File: config.mk
export PLATFORM = sky130hd
export DESIGN_NAME = div_unit
export DESIGN_NICKNAME = d
export VERILOG_FILES = /design/src/rtl/div_defs_pkg.sv /design/src/rtl/div_unit.sv
export SDC_FILE = /design/constraint.sdc
export NUM_CORES = 1
export LEC_CHECK = 0
export CAP_MARGIN = 20
export CELL_PAD_IN_SITES_DETAIL_PLACEMENT = 0
export CELL_PAD_IN_SITES_GLOBAL_PLACEMENT = 2
export CORE_MARGIN = 5
export CORE_UTILIZATION = 30
export DETAILED_ROUTE_END_ITERATION = 8
export PLACE_DENSITY = 0.8
export REMOVE_ABC_BUFFERS = 1
export SLEW_MARGIN = 0
export SYNTH_ARGS = -nofsm -noshare
export SYNTH_HDL_FRONTEND = slang
export SYNTH_SLANG_ARGS = --single-unit
File: constraint.sdc
create_clock -name clk -period 4.9 [get_ports clk]
set_clock_uncertainty 0.15 [all_clocks]
set_input_delay 0.49 -clock clk [delete_from_list [all_inputs] [get_ports clk]]
set_output_delay 0.49 -clock clk [all_outputs]
set_load 0.03 [all_outputs]
File: src/rtl/div_defs_pkg.sv
// Shared definitions for the iterative divider: widths, iteration count, state
// encodings, result payload and a conditional-negate helper.
package div_defs_pkg;

  localparam int unsigned DATA_W     = 32;
  localparam int unsigned DIV_CYCLES = 32;
  localparam int unsigned CNT_W      = $clog2(DIV_CYCLES);

  typedef enum logic [1:0] {
    IDLE = 2'd0,
    BUSY = 2'd1,
    DONE = 2'd2
  } state_t;

  typedef struct packed {
    logic [DATA_W-1:0] hi;  // remainder
    logic [DATA_W-1:0] lo;  // quotient
  } div_result_t;

  // Two's-complement negate when neg is set.
  function automatic logic [DATA_W-1:0] neg_if(input logic neg, input logic [DATA_W-1:0] v);
    return neg ? DATA_W'(-v) : v;
  endfunction

endpackage

File: src/rtl/div_unit.sv
// Restoring radix-2 DIV/DIVU unit for the execute stage, one quotient bit per cycle.
// Define DIV_ZERO_FAST_EN to short-circuit a zero divisor straight to the result.
module div_unit
  import div_defs_pkg::*;
(
  input  logic                clk,
  input  logic                rst,
  input  logic                startE,
  input  logic                signedE,
  input  logic [DATA_W-1:0]   srcAE,
  input  logic [DATA_W-1:0]   srcBE,
  input  logic                cancelE,
  output logic                stall_divE,
  output logic [2*DATA_W-1:0] div_resultE,
  output logic                div_readyE
);

  state_t              state;
  logic [CNT_W-1:0]    cnt;
  logic [DATA_W-1:0]   divisor;
  logic [DATA_W-1:0]   quo;
  logic [DATA_W-1:0]   rem;
  logic                sign_a;
  logic                sign_b;
  logic                is_signed;
  div_result_t         result_q;
  logic                ready_q;

  logic [DATA_W:0]     shifted;
  logic [DATA_W:0]     diff;
  logic                step_ok;
  logic [DATA_W-1:0]   rem_nxt;
  logic [DATA_W-1:0]   quo_nxt;
  logic [DATA_W-1:0]   mag_a;
  logic [DATA_W-1:0]   mag_b;
  div_result_t         final_res;

  // One restoring step plus operand magnitudes and the sign-corrected final result.
  always_comb begin
    shifted   = {rem, quo[DATA_W-1]};
    diff      = shifted - {1'b0, divisor};
    step_ok   = ~diff[DATA_W];
    rem_nxt   = step_ok ? diff[DATA_W-1:0] : shifted[DATA_W-1:0];
    quo_nxt   = {quo[DATA_W-2:0], step_ok};
    mag_a     = neg_if(signedE & srcAE[DATA_W-1], srcAE);
    mag_b     = neg_if(signedE & srcBE[DATA_W-1], srcBE);
    final_res = '0;
    final_res.hi = neg_if(is_signed & sign_a, rem_nxt);
    final_res.lo = neg_if(is_signed & (sign_a ^ sign_b), quo_nxt);
  end

  assign stall_divE  = ~rst & ~cancelE &
                       (((state == IDLE) & startE) | (state == BUSY));
  assign div_resultE = result_q;
  assign div_readyE  = ready_q;

  always_ff @(posedge clk) begin
    if (rst) begin
      state     <= IDLE;
      cnt       <= '0;
      divisor   <= '0;
      quo       <= '0;
      rem       <= '0;
      sign_a    <= 1'b0;
      sign_b    <= 1'b0;
      is_signed <= 1'b0;
      result_q  <= '0;
      ready_q   <= 1'b0;
    end else if (cancelE) begin
      state   <= IDLE;
      ready_q <= 1'b0;
    end else begin
      ready_q <= 1'b0;
      unique case (state)
        IDLE: begin
          if (startE) begin
            divisor   <= mag_b;
            quo       <= mag_a;
            rem       <= '0;
            sign_a    <= signedE & srcAE[DATA_W-1];
            sign_b    <= signedE & srcBE[DATA_W-1];
            is_signed <= signedE;
            cnt       <= '0;
`ifdef DIV_ZERO_FAST_EN
            if (srcBE == '0) begin
              // Zero divisor has a fixed answer; skip the iterations.
              result_q.hi <= neg_if(signedE & srcAE[DATA_W-1], mag_a);
              result_q.lo <= neg_if(signedE & srcAE[DATA_W-1], '1);
              ready_q     <= 1'b1;
              state       <= DONE;
            end else begin
              state <= BUSY;
            end
`else
            state <= BUSY;
`endif
          end
        end
        BUSY: begin
          rem <= rem_nxt;
          quo <= quo_nxt;
          cnt <= cnt + CNT_W'(1);
          if (cnt == CNT_W'(DIV_CYCLES - 1)) begin
            result_q <= final_res;
            ready_q  <= 1'b1;
            state    <= DONE;
          end
        end
        DONE: begin
          state <= IDLE;
        end
        default: begin
          state <= IDLE;
        end
      endcase
    end
  end

endmodule

==> results <==
-- state kept, by name, indices dropped and copies added, names as in the netlist --
name,flops
sign_b,1
div_resultE,64
div_readyE,1
is_signed,1
rem,32
quo,32
sign_a,1
cnt,5
state,2
divisor,32
-- worst min-delay path, cell delays in order, from the launching register on --
cell     delay [ns]
dfxtp_1        0.31
nand2_1        0.05
a21oi_1        0.05
-- layer usage --
metal,part of all wire,vias to the layer above,global-route usage
met5,0,-,0
met2,0.46,311,0.3055
li1,-,6187,-
met1,0.47,5826,0.2587
met3,0.042,50,0.02601
met4,0.026,0,0.05783
-- layout make-up --
type	instances	area, sq um
Clock inverter	13	198.9
Sequential cell	171	3423
Inverter	54	202.7
Fill cell	4172	24740
Multi-Input combinational cell	1292	8019
Timing Repair Buffer	217	1962
Clock buffer	19	442.9
Tap cell	525	656.9
-- worst min-delay path by stage --
stage                         start              end  slack, ns  depth (start not counted)
floorplan               divisor[31]      divisor[31]       0.28                          2
global placement    div_resultE[27]  div_resultE[27]       0.29                          2
detailed placement  div_resultE[42]  div_resultE[42]       0.30                          2
CTS                 div_resultE[27]  div_resultE[27]       0.31                          2
global route            divisor[31]      divisor[31]       0.33                          2
finish              div_resultE[27]  div_resultE[27]       0.31                          2
-- Yosys cell counts, types with 12 or more instances --
library cell | n | share of area
nand4_1 | 14 | 0.0073
buf_2 | 15 | 0.0063
dfxtp_1 | 171 | 0.29
nor3_1 | 42 | 0.018
nor2_1 | 250 | 0.078
a211oi_1 | 107 | 0.067
or3_1 | 24 | 0.013
clkbuf_1 | 86 | 0.027
and3_1 | 14 | 0.0073
xnor2_1 | 42 | 0.031
ha_1 | 38 | 0.040
nor4_1 | 22 | 0.011
xor2_1 | 69 | 0.050
o31ai_1 | 26 | 0.016
o21ai_0 | 72 | 0.030
and2_1 | 12 | 0.0063
a31oi_1 | 39 | 0.020
inv_1 | 54 | 0.017
mux2i_1 | 24 | 0.020
nand3_1 | 39 | 0.016
or4_1 | 14 | 0.0088
a21oi_1 | 138 | 0.058
nand2_1 | 124 | 0.039
-- metrics by stage --
stage          worst slack, ns  instance area, sq um
2_1_floorplan           -2.724                 11550
3_3_place_gp            0.1226                 14200
3_5_place_dp          -0.01400                 14200
4_1_cts                0.03395                 14850
5_1_grt               -0.03661                 14910
6_report                0.2508                 14910
-- logic make-up after synthesis --
family | Yosys count
and+or+nand+nor | 609
AOI/OAI and AO/OA | 505
DFF | 171
buffers and inverters | 162
xor gates and xnor gates | 111
adders and majority gates | 39
muxes | 28
-- what timing repair did --
item	CTS	global route
buffers inserted	0	1
resized for setup	1	12
endpoints found under the hold margin	0	0
endpoints found under the setup margin	1	19
pin swaps	0	3
gates cloned	0	0
hold buffers	0	0
-- power groups by stage --
| stage | Combinational (mW) | Clock [mW] | Sequential [mW] |
|---|---|---|---|
| floorplan | 0.542 | 0 | 1.50 |
| global placement | 0.881 | 0 | 1.51 |
| detailed placement | 0.884 | 0 | 1.51 |
| CTS | 0.888 | 1.57 | 1.47 |
| global route | 0.991 | 1.62 | 1.48 |
| finish | 0.903 | 1.53 | 1.47 |
==> impl_metrics.tcl <==
set metrics [dict create \
    r2r_slack_ns 0.25 \
    die_y_um 209.8 \
    clkTransAtPathRegs_ns 0.08 \
    grt_use_total 0.1878 \
    p_int_mw 2.673 \
    drt-total-wl_mm 42.41 \
    p_per_area_nw_per_um2 262.3 \
    combPwrFrac 0.231 \
    clkSinkCount 171 \
    hpwl_mm 31.91 \
    ctsHtreeMaxLevel 4 \
    path_class "flop to flop" \
    p_sw_mw 1.236 \
    drtAntennaViolNets 0 \
    layout-drive-gt1-share 0.09117 \
    drv_slew 0 \
    reg2reg_to "div_resultE[59]" \
    synth_compound_area_frac 0.2775 \
    final_nets 1861 \
    grt_pass1_vias 11802 \
    synth-simple-area-share 0.2380 \
    p_clk_frac 0.392 \
    core_sq_um 39640 \
    cts_buffers 17 \
    die_area_sq_um 44030 \
    antennaDiodeCount 0 \
    ios 135 \
    routabilityCongestion 0.9105 \
    ys_ff_latch 171 \
    fmax_ghz 0.2151 \
    worst_pin_slew_ns 1.075 \
    grt_max_degree 67 \
    drt_first_pass_iters 6 \
    r2r_cells 12 \
    portBuffers 134 \
    ys_seq_area_frac 0.2858 \
    synth-edff-count 0 \
    cp.depth 12 \
    synth_fa_ha_area_frac 0.04136 \
    drt-initial-drc-count 801 \
    synthToLayoutAreaGrowth_pct 24.43 \
    synth-xor-area-share 0.08116 \
    final_cells 2291 \
    crit_chain "ha_1 -> nor2b_2 -> buf_4 -> o31ai_1 -> a211oi_1 -> nor4_1 -> o22ai_1 -> or4b_4 -> o31a_1 -> a211o_4 -> or4_1 -> nand3_1" \
    place_inst 2258 \
    drc_errors 0 \
    async_flop_share 0 \
    p_seq_frac 0.377 \
    finalCriticalPeriod_ns 4.649 \
    clk-insertion-delay-late_ns 0.46 \
    endpoint "div_resultE[59]" \
    critical_path_buf_inv_count 1 \
    std_cell_rows 73 \
    overflow 0 \
    ir_drop_mv 0.2496 \
    endpoint_kind "flop" \
    mostFrequentLayoutCell "nor2_1" \
    tns_ns 0 \
    die_w_um 209.8 \
    cp.required_ns 5.14 \
    outcome "finished clean" \
    routed_via_density 5.401 \
    yosysWarnings 0 \
    leakage_nw 5.430 \
    grt_pass1_wl_mm 66.54 \
    syn_area_per_cell_sq_um 7.372 \
    maxCapViolCount 0 \
    cts.path.max_buffers 2 \
    fin_crit_sh 0.9488 \
    slew-limit-headroom 0.2835 \
    synth_top_family_by_area "compound AO/OA/AOI/OAI gates" \
    wire_per_inst_um 18.51 \
    synthDistinctLibCells 77 \
    synth_area_sq_um 11980 \
    muxShareOfSynthArea 0.02381 \
    crit_fanout 8 \
    fin_total_pwr_mw 3.910 \
    synth_cells 1625 \
    cts_root_buf "clkbuf_16" \
    holdWs_ns 0.3064 \
    tritoncts "built" \
    crit_start "rem[1]" \
    start_kind "flop" \
    min_path_type "flop to flop" \
    hold_violations 0 \
    postLayoutCoreUtil 0.3760 \
    synth_ff_type "dfxtp_1" \
    crit_path_top_delay_cell "o31ai_1" \
    most-common-layout-cells "nor2_1 (247), dfxtp_1 (171), a21oi_1 (137)" \
    timing.rr.start "rem[1]" \
    path_delay_family "compound AO/OA/AOI/OAI gates" \
    p_sw_frac 0.3162 \
    start_util 0.3022 \
    setup_viol 0 \
    crit_arrival_ns 4.89 \
    via_count 12374 \
    critPathMaxStageDelay_ns 0.64 \
    antenna_found_initial 0 \
]
No activity file was read; power rests on OpenSTA's default activity.
